==> config.mk <==
export PLATFORM = sky130hd
export DESIGN_NAME = vga_frame_monitor
export DESIGN_NICKNAME = d
export VERILOG_FILES = /design/src/rtl/vga_frame_monitor_pkg.sv /design/src/rtl/vga_frame_monitor_stream_delay.sv /design/src/rtl/vga_frame_monitor.sv
export SDC_FILE = /design/constraint.sdc
export NUM_CORES = 1
export LEC_CHECK = 0
export BUFFER_PORTS_ARGS = -buffer_cell sky130_fd_sc_hd__buf_2
export CORE_ASPECT_RATIO = 0.9
export CORE_MARGIN = 8
export CORE_UTILIZATION = 51
export CTS_CLUSTER_DIAMETER = 60
export DETAILED_ROUTE_END_ITERATION = 8
export PLACE_DENSITY = 0.79
export SLEW_MARGIN = 25
export SYNTH_ARGS = -nofsm -noshare
export SYNTH_HDL_FRONTEND = slang
export SYNTH_SLANG_ARGS = --single-unit
==> constraint.sdc <==
create_clock -name clk -period 2.7 [get_ports clk]
set_clock_uncertainty 0.1 [all_clocks]
set_input_delay 0.135 -clock clk [delete_from_list [all_inputs] [get_ports clk]]
set_output_delay 0.135 -clock clk [all_outputs]
set_load 0.02 [all_outputs]
==> src/rtl/vga_frame_monitor_pkg.sv <==
// Shared constants for the VGA stream path and the frame monitor.
//   VGA_RES_H / VGA_RES_V : active geometry of the display mode
//   COLOR_*               : RRRGGGBB colour constants
//   mon_state_t           : frame monitor lock states
package vga_frame_monitor_pkg;

    localparam int VGA_RES_H = 640;
    localparam int VGA_RES_V = 480;

    localparam logic [7:0] COLOR_BLACK = 8'h00;
    localparam logic [7:0] COLOR_WHITE = 8'hFF;
    localparam logic [7:0] COLOR_RED   = 8'hE0;
    localparam logic [7:0] COLOR_GREEN = 8'h1C;
    localparam logic [7:0] COLOR_BLUE  = 8'h03;

    typedef enum logic [1:0] {
        MON_IDLE    = 2'd0,
        MON_ACQUIRE = 2'd1,
        MON_LOCKED  = 2'd2
    } mon_state_t;

    function automatic logic [7:0] sat_inc8(input logic [7:0] v);
        return (v == 8'hFF) ? v : v + 8'd1;
    endfunction

endpackage

==> src/rtl/vga_frame_monitor_stream_delay.sv <==
// stream_delay: LAG-deep shift register used to line the sync/qualifier
// bits up with a pixel bus that arrives LAG cycles later.
//   clk, arst_n : pixel clock, asynchronous active-low reset
//   d           : WIDTH-bit input sampled every cycle
//   q           : d delayed by LAG cycles (combinational pass-through if LAG==0)
module stream_delay #(
    parameter int WIDTH = 2,
    parameter int LAG   = 1
) (
    input  logic             clk,
    input  logic             arst_n,
    input  logic [WIDTH-1:0] d,
    output logic [WIDTH-1:0] q
);

    generate
        if (LAG == 0) begin : g_bypass
            assign q = d;
        end else begin : g_pipe
            logic [WIDTH-1:0] stage [LAG];

            // NOTE: this array is only a few flops deep, so it is reset like
            // any register; large RAM-style arrays would be left unreset.
            always_ff @(posedge clk or negedge arst_n) begin
                if (!arst_n) begin
                    for (int i = 0; i < LAG; i++) stage[i] <= '0;
                end else begin
                    stage[0] <= d;
                    for (int i = 1; i < LAG; i++) stage[i] <= stage[i-1];
                end
            end

            assign q = stage[LAG-1];
        end
    endgenerate

endmodule

==> src/rtl/vga_frame_monitor.sv <==
// vga_frame_monitor: receive-side checker for the VGA pixel stream.
// Rebuilds pixel coordinates from vsync/data_enable, verifies each frame is
// exactly RES_H x RES_V, counts nonzero pixels and captures one probe pixel.
//   clk, arst_n          : pixel clock, asynchronous active-low reset
//   vsync, data_enable   : timing inputs (PIXEL_LAG cycles ahead of vga_in)
//   vga_in               : RRRGGGBB pixel
//   probe_x, probe_y     : capture coordinate, changed between frames
//   locked               : at least one good frame since the last bad one
//   frame_done/error     : one-cycle verdict pulses at each frame boundary
//   error_count          : saturating bad-frame count
//   lit_count            : nonzero pixels in the last good frame
//   probe_pixel/valid    : pixel at the probe coordinate in the last good frame
module vga_frame_monitor
    import vga_frame_monitor_pkg::*;
#(
    parameter int RES_H            = VGA_RES_H,
    parameter int RES_V            = VGA_RES_V,
    parameter bit VSYNC_ACTIVE_LOW = 1'b1,
    parameter int PIXEL_LAG        = 1
) (
    input  logic                               clk,
    input  logic                               arst_n,
    input  logic                               vsync,
    input  logic                               data_enable,
    input  logic [7:0]                         vga_in,
    input  logic [$clog2(RES_H)-1:0]           probe_x,
    input  logic [$clog2(RES_V)-1:0]           probe_y,
    output logic                               locked,
    output logic                               frame_done,
    output logic                               frame_error,
    output logic [7:0]                         error_count,
    output logic [$clog2(RES_H*RES_V+1)-1:0]   lit_count,
    output logic [7:0]                         probe_pixel,
    output logic                               probe_valid
);

    localparam int XW = $clog2(RES_H + 2);
    localparam int YW = $clog2(RES_V + 2);
    localparam int LW = $clog2(RES_H * RES_V + 1);

    localparam logic [XW-1:0] X_FULL = XW'(RES_H);
    localparam logic [XW-1:0] X_SAT  = XW'(RES_H + 1);
    localparam logic [YW-1:0] Y_FULL = YW'(RES_V);
    localparam logic [YW-1:0] Y_SAT  = YW'(RES_V + 1);

    logic [1:0] sync_q;
    logic       vs, de;

    stream_delay #(.WIDTH(2), .LAG(PIXEL_LAG)) u_stream_delay (
        .clk    (clk),
        .arst_n (arst_n),
        .d      ({vsync, data_enable}),
        .q      (sync_q)
    );

    assign vs = sync_q[1];
    assign de = sync_q[0];

    mon_state_t     state_q, state_d;
    logic [XW-1:0]  x_q;
    logic [YW-1:0]  y_q;
    logic           line_bad_q, de_in_vs_q, de_q, vs_act_q;
    logic [LW-1:0]  lit_run_q;
    logic [7:0]     probe_run_q;

    logic           vs_act, boundary, de_fall, line_short, frame_good, at_probe;
    logic [YW-1:0]  y_inc, y_end;

    assign vs_act     = VSYNC_ACTIVE_LOW ? ~vs : vs;
    assign boundary   = vs_act & ~vs_act_q;
    assign de_fall    = de_q & ~de;
    assign line_short = de_fall && (x_q != X_FULL);
    assign y_inc      = (y_q == Y_SAT) ? y_q : y_q + 1'b1;
    // A line ending in the boundary cycle still belongs to the closing frame.
    assign y_end      = de_fall ? y_inc : y_q;
    assign frame_good = (y_end == Y_FULL) && !(line_bad_q || line_short)
                     && !(de_in_vs_q || (de && vs_act));
    assign at_probe   = (x_q == XW'(probe_x)) && (y_q == YW'(probe_y));

    always_comb begin
        // NOTE: default first, so no path through the case leaves state_d
        // unassigned and no latch is inferred.
        state_d = state_q;
        unique case (state_q)
            MON_IDLE:    if (boundary)               state_d = MON_ACQUIRE;
            MON_ACQUIRE: if (boundary && frame_good) state_d = MON_LOCKED;
            MON_LOCKED:  if (boundary && !frame_good) state_d = MON_ACQUIRE;
            default:                                 state_d = MON_IDLE;
        endcase
    end

    // NOTE: all state below uses non-blocking assignments so every register
    // sees pre-edge values regardless of statement order.
    always_ff @(posedge clk or negedge arst_n) begin
        if (!arst_n) begin
            state_q     <= MON_IDLE;
            de_q        <= 1'b0;
            // Treat vsync as already active so a sync pulse in flight at
            // reset release cannot fake a boundary.
            vs_act_q    <= 1'b1;
            x_q         <= '0;
            y_q         <= '0;
            line_bad_q  <= 1'b0;
            de_in_vs_q  <= 1'b0;
            lit_run_q   <= '0;
            probe_run_q <= '0;
        end else begin
            state_q  <= state_d;
            de_q     <= de;
            vs_act_q <= vs_act;
            if (boundary) begin
                x_q         <= '0;
                y_q         <= '0;
                line_bad_q  <= 1'b0;
                de_in_vs_q  <= 1'b0;
                lit_run_q   <= '0;
                probe_run_q <= '0;
            end else begin
                if (de) begin
                    x_q <= (x_q == X_SAT) ? x_q : x_q + 1'b1;
                    if (vga_in != 8'h00 && lit_run_q != '1) lit_run_q <= lit_run_q + 1'b1;
                    if (at_probe) probe_run_q <= vga_in;
                    if (vs_act) de_in_vs_q <= 1'b1;
                end
                if (de_fall) begin
                    x_q <= '0;
                    y_q <= y_inc;
                    if (line_short) line_bad_q <= 1'b1;
                end
            end
        end
    end

    always_ff @(posedge clk or negedge arst_n) begin
        if (!arst_n) begin
            frame_done  <= 1'b0;
            frame_error <= 1'b0;
            error_count <= '0;
            lit_count   <= '0;
            probe_pixel <= '0;
            probe_valid <= 1'b0;
        end else begin
            frame_done  <= 1'b0;
            frame_error <= 1'b0;
            if (boundary && state_q != MON_IDLE) begin
                if (frame_good) begin
                    frame_done  <= 1'b1;
                    lit_count   <= lit_run_q;
                    probe_pixel <= probe_run_q;
                    probe_valid <= 1'b1;
                end else begin
                    frame_error <= 1'b1;
                    error_count <= sat_inc8(error_count);
                end
            end
        end
    end

    assign locked = (state_q == MON_LOCKED);

endmodule

==> results.md, run 1 <==
- Die area: 12300 um^2
- Effective utilization at floorplan: between 50% and 60%
- Cell Rows: 33
- Highest-delay cell along the critical path: sky130_fd_sc_hd__or3b_4
- TritonRoute pass-1 iters: 4
- Clock Sinks: between 90 and 100
- Final worst path period share: approximately 99%
- Number of pins with negative max-slew slack in the final report: 0
- Peak supply drop: 0.315 mV
- Transition time at the pin with the least slew margin: between 700 and 800 ps
- Flip-flop cell with the highest count after synthesis: sky130_fd_sc_hd__dfrtp_1
- Number of maximum-capacitance constraint violations: 0
- Post-route DRC: 0
- Overall overflow remaining after global route: 0
- Post-Synthesis Mean Instance Area: ~11 um^2
- P per Cell Area: around 520 nW/um^2
- Share of async-settable or async-resettable flops after synthesis: 100%
- Horiz. Die Dim: roughly 120 um
- Wire length after detailed routing: 11400 um
- Total negative slack: 0 ps
- Routability Congestion: 0.911
- Post-DR vias/cell: between 5 and 6
- Clock network latency to the later pin of the worst-skew pair: roughly 360 ps
- Yosys warning total: 0
- TritonCTS clock tree: done
- Critical path launch point type: register
- Placed Instances: ~630
- Leakage power total: about 0.0028 uW
- Total routing resource utilization after global routing: 18.7%
- Layout Cells excl Fill: ~670
- Core Footprint: about 9000 um^2
- Largest net degree at the start of global routing: between 50 and 60
- Worst endpoint data arrival time: between 2000 and 3000 ps
- Synthesized-area fraction occupied by and/or/nand/nor cells: 18.4%
- H-tree depth: 3
- Post-Syn Area: between 4000 and 5000 um^2
- Mean routed wirelength per cell: roughly 17 um
- Area share of the largest cell type after synthesis: just under 50%
- Synthesized net count: 471
- Final Total Pwr: ~3000 uW
- Final period demand of the worst path: between 2000 and 3000 ps
- CTS clock-pin slew for the worst setup and hold paths: approximately 100 ps
- Post-synth top area cell: sky130_fd_sc_hd__dfrtp_1
- Count of boundary I/O pins: 70
- Number of antenna-violating nets in the routed design: 0
- Post-synthesis mux area share: around a tenth
- Complex-gate fraction of the synthesized area: under 10%
- Most area-consuming cells after synthesis: sky130_fd_sc_hd__dfrtp_1, sky130_fd_sc_hd__mux2_2, sky130_fd_sc_hd__xnor2_1
- Via count of the first global-routing pass: between 3k and 4k
- Number of nets in the final layout: slightly below 600
- Count of endpoints failing setup in the final report: 0
- Non-Filler Cell Area, Final: approximately 5700 um^2
- Number of failing hold endpoints at the final stage: 0
- Most frequent cell after synthesis: sky130_fd_sc_hd__dfrtp_1
- Synth Area in XOR/XNOR: between 8 and 9%
- Status: finished, final reports clean
- Via count: approximately 3.7k
- Capturing element type of the critical path: register
- Cell chain of the critical path: or3b_4 -> o31ai_4 -> buf_4 -> mux2i_1 -> or2_4 -> nor3_4 -> buf_12 -> clkbuf_16 -> mux2_2
- Antenna violations before repair: 0
- Area growth from synthesis to final layout: 24.7%
- Slowest cell delay on critical path: approximately 430 ps
- Top achievable clock speed: roughly 0.37 GHz
- Detailed Place HPWL: around 7800 um
- Sequential share of the synthesized area: around half
- Share of layout cells above drive strength 1: ~31%
- Combinational family with the most area after synthesis: simple AND/OR/NAND/NOR gates
- Max Buffers Root-to-Sink: 2
- Floorplan die height: approximately 110 um
- Post-synth EDFFs: 0
- Buffers added on ports: slightly below 70
- Antenna diode count: 0
- Global-route wire length before repair: approximately 19000 um
- Seq cells post-synth: between 90 and 100
- Drt first-iter violations: between 200 and 250
- Share of synthesized cell area in full adder, half adder and majority cells: under 10%
- Placed standard-cell area: between 5000 and 6000 um^2
- Root buffer cell: sky130_fd_sc_hd__clkbuf_8
- Critical path peak fanout: 7
- Crit path required time: about 2900 ps
- Cells after Synth: ~430
- Top cell types by occurrence after synthesis: sky130_fd_sc_hd__dfrtp_1, sky130_fd_sc_hd__nor2_1, sky130_fd_sc_hd__xnor2_1
- Netlist cell types: 52
- TritonCTS buffer count: 9
- Relative slew slack: 49.0%
- Class of the tightest hold or removal check: in2async
- Worst Path Class, Setup: reg2reg
[layout by cell type, fill, tap and decap left out, drive strengths merged, types with 2 or more instances in the layout]
cell type and instances:
a211oi 4, a21oi 16, a31oi 2, and3 6
and4 5, buf 104, clkbuf 12, clkinvlp 2
dfrtp 91, dlygate4sd3 11, ha 7, inv 14
mux2 31, mux2i 11, nand2 24, nand2b 5
nand3 16, nand3b 2, nand4 9, nand4b 2
nor2 58, nor2b 2, nor3 11, nor4 6
o21a 3, o21ai 19, o31a 2, or2 4
or3 6, or4 3, or4b 2, xnor2 27
xor2 20
[state kept, by name (all words and copies together), names as in the netlist]
register and count:
de_q 1, y_q 9, line_bad_q 1, lit_count 19, probe_pixel 8, error_count 8
frame_done 1, lit_run_q 19, probe_valid 1, state_q 2, probe_run_q 8, de_in_vs_q 1
u_stream_delay.q 2, vs_act_q 1, frame_error 1, x_q 10
[power by group]
part	switching, uW	leakage (uW)	internal, uW
logic	292	0.00141	224
clock network	516	0.0000914	374
registers	118	0.00125	1460
total	926	0.00275	2060
[cell families after synthesis]
| group | after synthesis |
|---|---|
| xor gates and xnor gates | 47 |
| adders and majority gates | 7 |
| AOI/OAI and AO/OA | 53 |
| and+or+nand+nor | 165 |
| muxes | 42 |
| DFF | 92 |
| buffers and inverters | 27 |
[layer usage]
metal / up-vias / GRT usage (%) / routed length [um]
met5: - / 0 / 0
met4: 0 / 6.94 / 133
met3: 14 / 3.85 / 640
met2: 118 / 29.7 / 5500
met1: 1853 / 24.8 / 5080
li1: 1752 / - / -
[per-stage QoR]
stage               setup slack (ps)  util [%]  hold WS [ps]
finish                          15.6      64.2           257
global route                   -40.0      64.2           318
CTS                             7.31      62.8           275
detailed placement             -9.26      58.5           121
global placement                18.2      58.5           118
floorplan                       9.73         -          -261
[critical path: cells and delay by family (launching register included)]
family | cells | cell delay [ps]
AOI/OAI and AO/OA | 1 | 310
buffers and inverters | 3 | 500
and+or+nand+nor | 3 | 860
DFF | 1 | 390
muxes | 2 | 420
[path summary, 6_finish.rpt]
path	startpoint	to	slack (ps)	cells after the start
worst max-delay path	y_q[4]$_DFF_PN0_	probe_pixel[4]$_DFFE_PN0P_	20	9
worst min-delay path	arst_n	x_q[0]$_DFFE_PN0P_	260	2
worst max register to register	y_q[4]$_DFF_PN0_	probe_pixel[4]$_DFFE_PN0P_	20	9
worst min register to register	probe_valid$_DFFE_PN0P_	probe_valid$_DFFE_PN0P_	380	1
max in group asynchronous	arst_n	vs_act_q$_DFF_PN1_	1520	3
min in group clk	vsync	u_stream_delay.q[1]$_DFF_PN0_	340	2
[repair_timing]
| item | 4_1_cts | 5_1_grt |
|---|---|---|
| pin swaps | 3 | 7 |
| gates resized for setup | 7 | 7 |
| setup buffers | 2 | 6 |
| hold endpoints to repair | 62 | 0 |
| cloned | 1 | 2 |
| endpoints found under the setup margin | 21 | 29 |
| hold buffers | 11 | 0 |
[layout make-up]
type	count	area, um^2
Fill cell	695	3210
Multi-Input combinational cell	314	2230
Sequential cell	92	2300
Timing Repair Buffer	117	828
Clock inverter	6	52.6
Tap cell	122	153
Inverter	11	41.3
Clock buffer	10	138
(Power assumes the default switching activity.)
==> inputs of run 2 (changes only) <==
- CORE_UTILIZATION: 51 -> 55
- PLACE_DENSITY: 0.79 -> 0.8
- clock period: 2.7 -> 3.3 ns (I/O delays scaled with it)
==> results.md, run 2 (same netlist as run 1, synthesis figures left out) <==
- Status: finished, final reports clean (unchanged)
- R2R depth: 7 (was 9)
- Critical path peak fanout: 29 (was 7)
- Final period demand of the worst path: 3010 ps (was 2680 ps)
- TritonRoute pass-1 iters: 5 (was 4)
- End point of the critical path: lit_count[8]$_DFFE_PN0P_ (was probe_pixel[4]$_DFFE_PN0P_)
- Worst Slack Setup Final: 290 ps (was 15.6 ps)
- Post-route DRC: 0 (unchanged)
- Cell Rows: 31 (was 33)
- Floorplan die height: 103 um (was 106 um)
- Number of antenna-violating nets in the routed design: 0 (unchanged)
- Capturing element type of the critical path: register (unchanged)
- Via count of the first global-routing pass: 3511 (was 3810)
- Horiz. Die Dim: 113 um (was 116 um)
- Detailed Place HPWL: 7290 um (was 7800 um)
- Number of pins with negative max-slew slack in the final report: 0 (unchanged)
- Leakage power total: 0.00256 uW (was 0.00275 uW)
- Critical path origin: x_q[6]$_DFFE_PN0P_ (was y_q[4]$_DFF_PN0_)
- Highest-delay cell along the critical path: sky130_fd_sc_hd__or4b_1 (was sky130_fd_sc_hd__or3b_4)
- Total routing resource utilization after global routing: 18.8% (was 18.7%)
- Placed Instances: 589 (was 634)
- Die area: 11600 um^2 (was 12300 um^2)
- Number of nets in the final layout: 550 (was 583)
- Final worst path period share: 91.2% (was 99.4%)
- Cell chain of the critical path: or4b_1 -> o32ai_1 -> o21ai_1 -> or2_0 -> nor3_4 -> buf_12 -> mux2_2 (was or3b_4 -> o31ai_4 -> buf_4 -> mux2i_1 -> or2_4 -> nor3_4 -> buf_12 -> clkbuf_16 -> mux2_2)
- Registers with the highest flip-flop counts: lit_count (19), lit_run_q (19), x_q (10) (unchanged)
- Core Footprint: 8110 um^2 (was 8960 um^2)
- H-tree depth: 3 (unchanged)
- Top achievable clock speed: 0.332 GHz (was 0.373 GHz)
- Post-DR vias/cell: 5.67 (was 5.56)
- Non-Filler Cell Area, Final: 5340 um^2 (was 5750 um^2)
- Class of the tightest hold or removal check: in2async (unchanged)
- Transition time at the pin with the least slew margin: 822 ps (was 757 ps)
- Area growth from synthesis to final layout: 15.7% (was 24.7%)
- P per Cell Area: 450 nW/um^2 (was 520 nW/um^2)
- Most used cells in the layout excluding fill and tap cells: sky130_fd_sc_hd__dfrtp_1, sky130_fd_sc_hd__buf_2, sky130_fd_sc_hd__nor2_1 (unchanged)
- GR met2 Demand/Resource: 30.0% (was 29.7%)
- Peak supply drop: 0.264 mV (was 0.315 mV)
- Largest net degree at the start of global routing: 68 (was 54)
- TritonCTS buffer count: 9 (unchanged)
- CTS clock-pin slew for the worst setup and hold paths: 90 ps (was 100 ps)
- Worst endpoint data arrival time: 3160 ps (was 2830 ps)
- Worst Path Class, Setup: reg2reg (unchanged)
- RR Endpoint: lit_count[8]$_DFFE_PN0P_ (was probe_pixel[4]$_DFFE_PN0P_)
- Total negative slack: 0 ps (unchanged)
- Clock network latency to the later pin of the worst-skew pair: 350 ps (was 360 ps)
- Layout Cells excl Fill: 616 (was 672)
- Post-CTS setup buffer count: 0 (was 2)
- Overall overflow remaining after global route: 0 (unchanged)
- Met3 layer usage reported by global route: 5.21% (was 3.85%)
- Most common cell after layout, fill and taps aside: sky130_fd_sc_hd__dfrtp_1 (unchanged)
- Count of endpoints failing setup in the final report: 0 (unchanged)
- Crit path required time: 3450 ps (was 2850 ps)
- Global-route wire length before repair: 17400 um (was 18500 um)
- Unrepaired setup endpoints after global routing: false
- Relative slew slack: 45.2% (was 49.0%)
- Number of gates resized after cts: 0 (was 7)
- Drt first-iter violations: 141 (was 222)
- Max Buffers Root-to-Sink: 2 (unchanged)
- Effective utilization at floorplan: 56.9% (was 51.5%)
- Slowest cell delay on critical path: 570 ps (was 430 ps)
- Number of failing hold endpoints at the final stage: 0 (unchanged)
- Clock Sinks: 92 (unchanged)
- TritonCTS clock tree: done (unchanged)
- Post-Place Setup Slack: 329 ps (was -9.26 ps)
- Critical path launch point type: register (unchanged)
- GR peak layer: met2 (unchanged)
- Buffers added on ports: 69 (unchanged)
- Count of boundary I/O pins: 70 (unchanged)
- R2R Path Start: x_q[6]$_DFFE_PN0P_ (was y_q[4]$_DFF_PN0_)
- Routability Congestion: 0.892 (was 0.911)
- Mean routed wirelength per cell: 16.3 um (was 16.9 um)
- Setup slack of the most critical reg-to-reg path: 290 ps (was 20 ps)
- Share of layout cells above drive strength 1: 24.6% (was 30.9%)
- Root buffer cell: sky130_fd_sc_hd__clkbuf_8 (unchanged)
- Number of maximum-capacitance constraint violations: 0 (unchanged)
- Wire length after detailed routing: 10000 um (was 11400 um)
- Number of fillers in the final layout: 633 (was 695)
- Antenna diode count: 0 (unchanged)
- Met1 capacity usage during global routing: 24.6% (was 24.8%)
- Worst hold margin: 344 ps (was 257 ps)
- Antenna violations before repair: 0 (unchanged)
- Via count: 3495 (was 3737)
- Placed standard-cell area: 5030 um^2 (was 5240 um^2)
-- run 2: cell count changes in the layout (fill, tap and decap cells not counted), moves of 2 or more --
| cell | previous run | this run |
|---|---|---|
| sky130_fd_sc_hd__inv_6 | 2 | 0 |
| sky130_fd_sc_hd__or2_4 | 2 | 0 |
| sky130_fd_sc_hd__buf_12 | 3 | 1 |
| sky130_fd_sc_hd__clkbuf_16 | 2 | 0 |
| sky130_fd_sc_hd__nor4_1 | 4 | 6 |
| sky130_fd_sc_hd__clkinv_2 | 0 | 2 |
| sky130_fd_sc_hd__or4b_4 | 2 | 0 |
| sky130_fd_sc_hd__or4b_1 | 0 | 2 |
| sky130_fd_sc_hd__buf_4 | 32 | 4 |
-- run 2: how the worst min path moves through the flow --
stage	end	slack (ps)	cells after the start
final	lit_count[13]$_DFFE_PN0P_	340	2
after global routing	u_stream_delay.q[1]$_DFF_PN0_	370	2
after detailed placement	u_stream_delay.q[0]$_DFF_PN0_	180	1
after floorplan	de_in_vs_q$_DFFE_PN0P_	-230	0
after CTS	u_stream_delay.q[0]$_DFF_PN0_	370	2
after global placement	u_stream_delay.q[0]$_DFF_PN0_	180	1
-- run 2: area by class of cell --
cell class | instances | area [um^2] | area share, %
clock inverters | 6 | 65.1 | 1.22
well taps | 99 | 124 | 2.32
clock buffers | 10 | 128 | 2.39
repair buffers | 84 | 500 | 9.38
multi-input cells | 314 | 2170 | 40.8
flip-flops and latches | 92 | 2300 | 43.2
inverters | 11 | 41.3 | 0.774
-- run 2: layer usage --
metal	vias to the layer above	share of wire, %
met2	102	47
li1	1681	-
met4	0	1.5
met3	13	5.3
met5	-	0
met1	1699	46
-- run 2: worst max-delay path, delay by kind of cell (launching register included) --
kind            cells  cell delay (ps)
simple gates        3             1140
compound gates      2              610
flops               1              450
mux                 1              360
buf+inv             1              220
-- run 2: stage by stage --
| stage | power [uW] | util, % |
|---|---|---|
| final | 2400 | 65.8 |
| after global routing | 2530 | 65.8 |
| after CTS | 2430 | 65.8 |
| after detailed placement | 1680 | 62.1 |
| after global placement | 1660 | 62.1 |
| after floorplan | 1530 | - |
-- run 2: what timing repair did --
action | 4_1_cts | 5_1_grt
endpoints found under the hold margin | 74 | 0
setup endpoints to repair | 0 | 0
hold buffers | 11 | 0
-- run 2: power by group --
group / total (uW) / switching [uW] / internal, uW
clock: 735 / 385 / 350
combinational: 363 / 210 / 153
sequential: 1310 / 108 / 1200
==> inputs of run 3 (changes only) <==
- PLACE_DENSITY: 0.8 -> 0.82
==> results.md, run 3 (same netlist as run 1, synthesis figures left out) <==
- TritonRoute pass-1 iters: 4 (was 5)
- Highest-delay cell along the critical path: sky130_fd_sc_hd__dfrtp_1 (was sky130_fd_sc_hd__or4b_1)
- Crit path required time: 3440 ps (was 3450 ps)
- Post-route DRC: 0 (unchanged)
- TritonCTS clock tree: done (unchanged)
- P per Cell Area: 463 nW/um^2 (was 450 nW/um^2)
- Critical path launch point type: register (unchanged)
- Overall overflow remaining after global route: 0 (unchanged)
- Most used cells in the layout excluding fill and tap cells: sky130_fd_sc_hd__dfrtp_1, sky130_fd_sc_hd__buf_2, sky130_fd_sc_hd__nor2_1 (unchanged)
- Critical path peak fanout: 29 (unchanged)
- Leakage power total: 0.00257 uW (was 0.00256 uW)
- Non-Filler Cell Area, Final: 5360 um^2 (was 5340 um^2)
- Drt first-iter violations: 183 (was 141)
- Wire length after detailed routing: 9950 um (was 10000 um)
- Clock Sinks: 92 (unchanged)
- Die area: 11600 um^2 (unchanged)
- Antenna diode count: 0 (unchanged)
- Share of the core filled with cells: 66.2% (was 65.8%)
- Registers with the highest flip-flop counts: lit_count (19), lit_run_q (19), x_q (10) (unchanged)
- Antenna violations before repair: 0 (unchanged)
- Placed standard-cell area: 5030 um^2 (unchanged)
- Root buffer cell: sky130_fd_sc_hd__clkbuf_8 (unchanged)
- Horiz. Die Dim: 113 um (unchanged)
- Post-Place Setup Slack: 369 ps (was 329 ps)
- Most common cell after layout, fill and taps aside: sky130_fd_sc_hd__dfrtp_1 (unchanged)
- Share of layout cells above drive strength 1: 24.4% (was 24.6%)
- Slowest cell delay on critical path: 540 ps (was 570 ps)
- Top achievable clock speed: 0.332 GHz (about the same)
- H-tree depth: 3 (unchanged)
- Buffers & Inverters on Critical Path: 1 (unchanged)
- Total routing resource utilization after global routing: 18.1% (was 18.8%)
- Core Footprint: 8110 um^2 (unchanged)
- Count of endpoints failing setup in the final report: 0 (unchanged)
- TritonCTS buffer count: 9 (unchanged)
- Effective utilization at floorplan: 56.9% (unchanged)
- Cell chain of the critical path: ha_1 -> nand3b_1 -> nor4_1 -> o21ai_1 -> or2_0 -> nor3_4 -> buf_12 -> mux2_2 (was or4b_1 -> o32ai_1 -> o21ai_1 -> or2_0 -> nor3_4 -> buf_12 -> mux2_2)
- Transition time at the pin with the least slew margin: 799 ps (was 822 ps)
- Number of failing hold endpoints at the final stage: 0 (unchanged)
- Largest net degree at the start of global routing: 81 (was 68)
- Final worst path period share: 91.3% (was 91.2%)
- Number of maximum-capacitance constraint violations: 0 (unchanged)
- Worst endpoint data arrival time: 3150 ps (was 3160 ps)
- Number of pins with negative max-slew slack in the final report: 0 (unchanged)
- Worst hold margin: 303 ps (was 344 ps)
- Via count: 3493 (was 3495)
- Area growth from synthesis to final layout: 16.3% (was 15.7%)
- CTS clock-pin slew for the worst setup and hold paths: 90 ps (about the same)
- Buffers added on ports: 69 (unchanged)
- Routability Congestion: 0.921 (was 0.892)
- Worst Slack Setup Final: 288 ps (was 290 ps)
- Final period demand of the worst path: 3010 ps (about the same)
- Peak supply drop: 0.289 mV (was 0.264 mV)
- Detailed Place HPWL: 7160 um (was 7290 um)
- Via count of the first global-routing pass: 3391 (was 3511)
- Status: finished, final reports clean (unchanged)
- Unrepaired setup endpoints after global routing: false (unchanged)
- Floorplan die height: 103 um (unchanged)
- Class of the tightest hold or removal check: in2async (unchanged)
- Worst Path Class, Setup: reg2reg (unchanged)
- Capturing element type of the critical path: register (unchanged)
- Total negative slack: 0 ps (unchanged)
- Max Buffers Root-to-Sink: 2 (unchanged)
- Cell Rows: 31 (unchanged)
- Clock network latency to the later pin of the worst-skew pair: 350 ps (about the same)
- Number of nets in the final layout: 550 (unchanged)
- Kind of cell adding the most delay to the critical path: simple AND/OR/NAND/NOR gates (unchanged)
- Post-DR vias/cell: 5.68 (was 5.67)
- Global-route wire length before repair: 16800 um (was 17400 um)
- Mean routed wirelength per cell: 16.2 um (was 16.3 um)
- Number of fillers in the final layout: 623 (was 633)
- Relative slew slack: 46.2% (was 45.2%)
- Count of boundary I/O pins: 70 (unchanged)
- Number of antenna-violating nets in the routed design: 0 (unchanged)
## run 3: cell types whose count changed in the layout (fill, tap and decap cells not counted)
cell,change
sky130_fd_sc_hd__buf_6,+1
sky130_fd_sc_hd__clkinv_2,-1
sky130_fd_sc_hd__clkinvlp_4,-1
sky130_fd_sc_hd__clkbuf_8,+1
sky130_fd_sc_hd__clkinv_4,-1
sky130_fd_sc_hd__buf_4,-1
sky130_fd_sc_hd__bufinv_16,+1
## run 3: worst paths after layout
check                                   startpoint                            end  slack, ps  depth (start not counted)
setup / recovery                  y_q[0]$_DFF_PN0_     probe_pixel[0]$_DFFE_PN0P_        290                          8
hold / removal                              arst_n             x_q[7]$_DFFE_PN0P_        300                          2
setup reg to reg                  y_q[0]$_DFF_PN0_     probe_pixel[0]$_DFFE_PN0P_        290                          8
hold reg to reg            probe_valid$_DFFE_PN0P_        probe_valid$_DFFE_PN0P_        390                          1
max in group asynchronous                   arst_n     error_count[3]$_DFFE_PN0P_       2160                          3
min in group clk                             vsync  u_stream_delay.q[1]$_DFF_PN0_        360                          2
## run 3: metal layers
metal,up-vias,global-route usage (%),wire (um)
met2,123,29.4,4750
li1,1675,-,-
met5,-,0,0
met1,1690,23.3,4360
met3,5,5.91,775
met4,0,3.83,64
## run 3: per-stage QoR
stage,total power [uW],instances
2_1_floorplan,1530,433
3_3_place_gp,1660,589
3_5_place_dp,1680,589
4_1_cts,2500,615
5_1_grt,2610,615
6_report,2480,615
## run 3: area by class of cell
| cell class | count | area (um^2) | share of cell area, % |
|---|---|---|---|
| repair buffers | 84 | 504 | 9.40 |
| inverters | 11 | 41.3 | 0.770 |
| clock inverters | 4 | 73.8 | 1.38 |
| clock buffers | 11 | 141 | 2.64 |
| multi-input cells | 314 | 2170 | 40.6 |
| flip-flops and latches | 92 | 2300 | 43.0 |
| well taps | 99 | 124 | 2.31 |
## run 3: report_power, final
group          total, uW  internal [uW]  switching, uW  leakage [uW]
logic                363            155            209       0.00121
clock network        817            444            373      0.000109
registers           1300           1200            105       0.00125
## run 3: repair_timing
action	in CTS	in global routing
buffers inserted	0	0
hold buffers	11	0
gates resized for setup	0	0
hold endpoints to repair	88	0
